===== src/rtl/bin2bcd_pkg.sv =====
// Shared types and constants for the iterative binary-to-BCD converter.
package bin2bcd_pkg;

  typedef enum logic [1:0] {
    IDLE  = 2'd0,
    SHIFT = 2'd1,
    DONE  = 2'd2
  } state_e;

  localparam int          DIGITS         = 8;   // digits presented to the display
  localparam int          BCD_INT_DIGITS = 10;  // enough for 4 294 967 295
  localparam int          BIN_W          = 32;
  localparam int          SHIFT_CYCLES   = 32;
  localparam logic [31:0] OVF_PATTERN    = 32'hEEEEEEEE;

endpackage


===== src/rtl/bin2bcd_if.sv =====
// Request/result bundle between a requester and the BCD converter.
interface bin2bcd_if;
  import bin2bcd_pkg::*;

  logic                  start;
  logic [BIN_W-1:0]      iBin;
  logic                  oBusy;
  logic                  oCs;
  logic [4*DIGITS-1:0]   oData;
  logic                  oOvf;

  modport master (output start, output iBin,
                  input  oBusy, input oCs, input oData, input oOvf);
  modport slave  (input  start, input iBin,
                  output oBusy, output oCs, output oData, output oOvf);
endinterface


===== src/rtl/bcd_add3.sv =====
// Single-digit double-dabble adjust: digits of 5..15 get +3 before the shift.
module bcd_add3 (
  input  logic [3:0] d_i,
  output logic [3:0] d_o
);
  assign d_o = (d_i >= 4'd5) ? d_i + 4'd3 : d_i;
endmodule


===== src/rtl/bin2bcd_seq.sv =====
// Iterative 32-bit binary to 8-digit packed BCD converter (shift-and-add-3).
// One conversion takes 32 shift cycles plus one result cycle; overflow
// above 99 999 999 is flagged from the two extra internal digits.
module bin2bcd_seq
  import bin2bcd_pkg::*;
(
  input  logic      clk,
  input  logic      reset,
  bin2bcd_if.slave  bus
);

  state_e                                state_q, state_d;
  logic [4:0]                            count_q, count_d;
  logic [BIN_W-1:0]                      bin_q, bin_d;
  logic [BCD_INT_DIGITS-1:0][3:0]        bcd_q, bcd_d;
  logic [BCD_INT_DIGITS-1:0][3:0]        bcd_adj;
  logic                                  cs_q, cs_d;
  logic [4*DIGITS-1:0]                   data_q, data_d;
  logic                                  ovf_q, ovf_d;
  logic                                  ovf_now;

  // Per-digit adjust, no carry between digits.
  for (genvar g = 0; g < BCD_INT_DIGITS; g++) begin : g_add3
    bcd_add3 u_add3 (.d_i(bcd_q[g]), .d_o(bcd_adj[g]));
  end

  // Overflow is any nonzero digit above the displayed eight.
  assign ovf_now = (bcd_q[BCD_INT_DIGITS-1:DIGITS] != '0);

  // State, shift register and output registers.
  always_ff @(posedge clk or posedge reset) begin
    if (reset) begin
      state_q <= IDLE;
      count_q <= '0;
      bin_q   <= '0;
      bcd_q   <= '0;
      cs_q    <= 1'b0;
      data_q  <= '0;
      ovf_q   <= 1'b0;
    end else begin
      state_q <= state_d;
      count_q <= count_d;
      bin_q   <= bin_d;
      bcd_q   <= bcd_d;
      cs_q    <= cs_d;
      data_q  <= data_d;
      ovf_q   <= ovf_d;
    end
  end

  // Next-state and datapath: load on accept, adjust+shift for 32 cycles, publish.
  always_comb begin
    state_d = state_q;
    count_d = count_q;
    bin_d   = bin_q;
    bcd_d   = bcd_q;
    cs_d    = 1'b0;
    data_d  = data_q;
    ovf_d   = ovf_q;
    unique case (state_q)
      IDLE: begin
        if (bus.start) begin
          bin_d   = bus.iBin;
          bcd_d   = '0;
          count_d = '0;
          state_d = SHIFT;
        end
      end
      SHIFT: begin
        {bcd_d, bin_d} = {bcd_adj, bin_q} << 1;
        count_d        = 5'(count_q + 5'd1);
        if (count_q == 5'(SHIFT_CYCLES - 1)) state_d = DONE;
      end
      DONE: begin
        ovf_d   = ovf_now;
        data_d  = ovf_now ? OVF_PATTERN : bcd_q[DIGITS-1:0];
        cs_d    = 1'b1;
        state_d = IDLE;
      end
      default: state_d = IDLE;
    endcase
  end

  assign bus.oBusy = (state_q != IDLE);
  assign bus.oCs   = cs_q;
  assign bus.oData = data_q;
  assign bus.oOvf  = ovf_q;

endmodule


===== src/flat_wrapper.sv =====
// flat-port wrapper written by rule: the top's interface ports become plain ports
module bin2bcd_seq_flat import bin2bcd_pkg::*;
  (clk, reset, bus_start, bus_iBin, bus_oBusy, bus_oCs, bus_oData, bus_oOvf);
  bin2bcd_if bus_i ();
  input  logic clk;
  input  logic reset;
  input wire logic [$bits(bus_i.start)-1:0] bus_start;
  input wire logic [$bits(bus_i.iBin)-1:0] bus_iBin;
  output wire logic [$bits(bus_i.oBusy)-1:0] bus_oBusy;
  output wire logic [$bits(bus_i.oCs)-1:0] bus_oCs;
  output wire logic [$bits(bus_i.oData)-1:0] bus_oData;
  output wire logic [$bits(bus_i.oOvf)-1:0] bus_oOvf;
  assign bus_i.start = bus_start;
  assign bus_i.iBin = bus_iBin;
  assign bus_oBusy = bus_i.oBusy;
  assign bus_oCs = bus_i.oCs;
  assign bus_oData = bus_i.oData;
  assign bus_oOvf = bus_i.oOvf;
  bin2bcd_seq u_core (.clk(clk), .reset(reset), .bus(bus_i));
endmodule

===== config.mk =====
export PLATFORM = sky130hd
export DESIGN_NAME = bin2bcd_seq_flat
export DESIGN_NICKNAME = d
export VERILOG_FILES = /design/src/rtl/bin2bcd_pkg.sv /design/src/rtl/bin2bcd_if.sv /design/src/rtl/bcd_add3.sv /design/src/rtl/bin2bcd_seq.sv /design/src/flat_wrapper.sv
export SDC_FILE = /design/constraint.sdc
export NUM_CORES = 1
export LEC_CHECK = 0
export ABC_AREA = 1
export BUFFER_PORTS_ARGS = -buffer_cell sky130_fd_sc_hd__buf_2
export CORE_MARGIN = 2
export CORE_UTILIZATION = 50
export CTS_CLUSTER_SIZE = 30
export DETAILED_ROUTE_END_ITERATION = 12
export PLACE_DENSITY = 0.7
export SLEW_MARGIN = 40
export SYNTH_ARGS = -nofsm -noshare
export SYNTH_HDL_FRONTEND = slang
export SYNTH_HIERARCHICAL = 1
export SYNTH_SLANG_ARGS = --single-unit

===== constraint.sdc =====
create_clock -name clk -period 3.6 [get_ports clk]
set_clock_uncertainty 0.15 [all_clocks]
set_input_delay 0.18 -clock clk [delete_from_list [all_inputs] [get_ports clk]]
set_output_delay 0.18 -clock clk [all_outputs]
set_load 0.005 [all_outputs]

After elaboration in Yosys (flattened, before gate mapping)
Cells that the tools add are included.
Operators by class
  add/subtract/negate cells: 11
  eq/ne operators: 5
  reduce and logical (&&, ||, !) cells: 6
  mux-type cells: 21
  order comparisons: 10
Operators by type and width (count)
  case mux 40 bit (2 select lines): 1
  two-way mux 32 bit: 2
  case mux 32 bit (2 select lines): 1
  >= comparator 4 x 3 -> 1 bit (second input constant): 10
  two-way mux 40 bit: 1
  adder 4 x 2 -> 4 bit (second input constant): 9
  two-way mux 4 bit: 9
  case mux 5 bit (2 select lines): 1
  nonzero test 8 bit: 1
  adder 5 x 1 -> 5 bit (second input constant): 1
  equality test 5 bit (second input constant): 1
  two-way mux 5 bit: 1
  two-way mux 2 bit: 2
  case mux 2 bit (2 select lines): 1
  AND reduction 2 bit: 2
  nonzero test 2 bit: 2
  adder 3 x 2 -> 3 bit (second input constant): 1
  two-way mux 3 bit: 1
  equality test 2 x 1 -> 1 bit (second input constant): 1
  equality test 2 bit (second input constant): 1
  zero test 2 bit: 1
  != test 2 x 1 -> 1 bit (second input constant): 1
  != test 2 bit (second input constant): 1
  two-way mux 1 bit: 1
Storage, ports and cells
  logic and storage cells: 69
  output and inout port bits: 35
  bits of input ports: 35
  register bits: 113

Longest topological paths before layout
  word-level depth: 3
  gate-level depth with buffers: 9
  depth with buffers taken out: 9

By module
The synthesis kept the hierarchy.
By module, submodules not included
  bin2bcd_seq: area an instance 4862.2 µm², times used 1, sequential area each 2827.7 µm², cells an instance 569
  bcd_add3: area an instance 135.1 µm², times used 10, sequential area each 0.0 µm², cells an instance 23

Least setup slack after synthesis
Ideal clock, no wire load.
  path type: register to register
  start: register u_core/bcd_q[16] in the netlist's numbering
  end: register u_core/bcd_q[18] in the netlist's numbering
  buffers on the path: 0
  slack: 2231 ps
  stages on the path, launching flop included: 9
  arrival: 1093 ps
  clock period less this slack: 1369 ps
  path through: dfrtp_1 -> inv_1 -> ha_1 -> nor2_4 -> nor2_4 -> nand2_1 -> o21ai_2 -> nand2_1 -> o21ai_0
RTL lines
  start, declared: RTL line bin2bcd_seq.sv:15  | logic [BCD_INT_DIGITS-1:0][3:0] bcd_q, bcd_d;
  start signal, assigned: RTL line bin2bcd_seq.sv:36  | bcd_q <= '0;
  start signal, assigned: RTL line bin2bcd_seq.sv:44  | bcd_q <= bcd_d;

Worst setup path in the final report
  start: register u_core.state_q[1]
  end: register u_core.bin_q[23]
On the way
  word-level cells in the longest chain between the ends: 3
  elaborated cells between the ends (all ways): 6
Ends and longest elaborated chain
  start, declared: RTL line bin2bcd_seq.sv:12  | state_e state_q, state_d;
  start signal, assigned: RTL line bin2bcd_seq.sv:41  | state_q <= state_d;
  equality test 2 x 1 -> 1 bit or zero test 2 bit (tied branches): RTL line bin2bcd_seq.sv:60  | unique case (state_q)
  nonzero test 2 bit (no line) or != test 2 bit (tied branches)
  AND reduction 2 bit (no line)
  end signal, assigned: RTL line bin2bcd_seq.sv:43  | bin_q <= bin_d;
  end, declared: RTL line bin2bcd_seq.sv:14  | logic [BIN_W-1:0] bin_q, bin_d;
Parallel ways exist; a longest one is shown, timed or not.
A chain may end at the register's enable or synchronous reset.

==> results.md <==
- Synthesized area: between 6000 and 7000 um^2
- CP Data Arrival Time: 2.27 ns
- DP HPWL: 8820 um
- Layout cells sized above 1: 19.4%
- Cts bufs inserted: 17
- CTS Root Cell: clkbuf_16
- Layout Utilization: 61.9%
- Chip Width: 115 um
- Hold Path Class: input port to async pin
- Initial core utilization: 51.3%
- Total track usage: 22.9%
- CP max stage delay: 0.70 ns
- Core Rows: 40
- Die Y: between 100 and 150 um
- Area of the multi-input gates: 2790 um^2
- Die ar.: 13,300 um^2
- Max-Cap Viols: 0
- Total power draw: between 0.006 and 0.007 W
- Worst setup SP type: flop
- Worst EP required: about 3.8 ns
- Worst Reg-to-Reg Cells: 5
- Core ar.: about 12,000 um^2
- Max H-tree Level: 4
- Clock Path Buffers: 2
- Synthesized net count: approximately 850
- Final WL: 14,000 um
- Largest net degree at the start of global routing: 85
- Worst r2r src: u_core/state_q[1]
- Sw Share: 41.5%
- Port Buffer Count: 69
- Avg Vias per Cell: about 5.1
- PD cells: 872 nW/um^2
- Vias: ~5,400
- Headroom to the max-slew limit: 46.6%
- Crit path from: u_core/state_q[1]
- Hold Vio Cnt, Final: 0
- Top Ports: 70
- Clock power frac: 24.5%
- Global-route wire length before repair: 23,900 um
- Clk_lat worst skew: 0.42 ns
- Critical R2R Capture: u_core/bin_q[23]
- Clock sinks: 113
- Sequential cell area: 2830 um^2
- Gate Count Post-Synth: 794
- Setup TNS Final: 0 ns
- Critical path's slowest cell: nor2_4
- Gpl congestion: approximately 0.84
- Peak VDD IR: between 0.4 and 0.5 mV
- Overflow after GRT: 0
- Critical path type: flop to flop
- Ant diodes: 0
- TritonCTS clock tree: done
- Worst Path Buf+Inv: 1
- Drt pass-1 iters: 5
- Critical-path cell list: inv_2, nand2_4, nor2_4, nand2_1, nand3_1
- Setup violations, final: 0
- Internal power: about 0.0038 W
- Static leakage: 3.87 nW
- RSZ-0062 raised after global routing: false
- Syn_area_per_cell: roughly 7.8 um^2
- Yosys warnings: 6
- Max Clk Rate: 0.483 GHz
- Part of the cycle the worst path needs: 57.5%
- Worst Setup End Kind: flop
- Reg power frac: 33.4%
- Fill cells: 1,042
- DRC viols: 0
- Logic pwr share: between 40% and 50%
- Slew @ Worst Pin: 0.801 ns
- Clock transition at path regs: 0.06 ns
- Run status: finished, final reports clean
- Critical Path Fanout Max: 55
- Synth-to-layout area growth: 20.7%
- Max-slew violation count: 0
- Crit path time final: 2.07 ns
- Drt initial violations: 398
- Layout Nets: 944
- Antenna violations before repair: 0
- Routed Antenna Nets: 0
- Vias in the first global route: 5,214
- FF-to-FF setup slack: 1.53 ns
- Sw power: 0.00271 W
- WL per Instance: 13.1 um
- Top delay family on crit path: simple AND/OR/NAND/NOR gates
==> worst reg2reg max path: cells and delay by family (launching register included) <==
| family | cells | cell delay (ns) |
|---|---|---|
| buffers and inverters | 1 | 0.10 |
| and+or+nand+nor | 4 | 1.32 |
| DFF | 1 | 0.44 |
==> area by class of cell <==
class | count | share of cell area [%]
sequential | 113 | 37.9
timing repair buffer | 107 | 9.55
clock inverter | 10 | 1.14
multi-input combinational | 553 | 37.3
clock buffer | 21 | 6.43
inverter | 95 | 4.87
tap | 168 | 2.81
==> repair_timing <==
| item | CTS | global route |
|---|---|---|
| resized for setup | 0 | 0 |
| hold endpoints to repair | 114 | 0 |
| hold buffers | 33 | 0 |
| buffers inserted | 0 | 0 |
==> power groups by stage <==
stage               clock network, W  registers [W]  logic [W]
global route                 0.00169        0.00225    0.00314
CTS                          0.00162        0.00218    0.00275
global placement                   0        0.00217    0.00256
detailed placement                 0        0.00219    0.00270
floorplan                          0        0.00209    0.00224
finish                       0.00160        0.00218    0.00274
==> state kept, by name (all words and copies together), names as in the netlist <==
name,flops
u_core/bcd_q,40
u_core/bin_q,32
u_core/bus.oCs,1
u_core/bus.oData,32
u_core/bus.oOvf,1
u_core/count_q,5
u_core/state_q,2
==> metal layers <==
metal	track usage (%)	vias to the layer above	part of all wire (%)
li1	-	2671	-
met1	28.0	2577	44
met2	38.9	154	50
met3	5.80	20	4.3
met4	8.67	0	1.6
met5	0	-	0
==> layout by cell type, fill, tap and decap left out, types with 12 or more instances in the layout <==
master         count
nor2_1            48
nand2_1          263
ha_1              22
inv_2             13
clkbuf_16         17
inv_1             81
dlygate4sd3_1     33
buf_2             69
nand2_2           12
nand3_1           95
nor2_4            22
dfrtp_1          113
o21ai_0           60
==> stage by stage <==
stage | instance area [um^2] | worst slack, ns | hold slack [ns] | instances
2_1_floorplan | 6190 | 0.283 | 0.147 | 794
3_3_place_gp | 6560 | 1.57 | 0.235 | 1003
3_5_place_dp | 6570 | 1.54 | 0.237 | 1003
4_1_cts | 7470 | 1.52 | 0.333 | 1067
5_1_grt | 7470 | 1.35 | 0.270 | 1067
6_report | 7470 | 1.53 | 0.222 | 1067
==> worst max-delay path by stage <==
stage | end | slack, ns | cells after the start
2_1_floorplan | u_core/bcd_q[0] | 0.28 | 1
3_3_place_gp | u_core/state_q[0] | 1.57 | 4
3_5_place_dp | u_core/state_q[0] | 1.54 | 4
4_1_cts | u_core/bin_q[12] | 1.52 | 5
5_1_grt | u_core/bin_q[2] | 1.35 | 6
6_report | u_core/bin_q[23] | 1.53 | 5
Note: power is estimated with default switching activity, not from simulation.
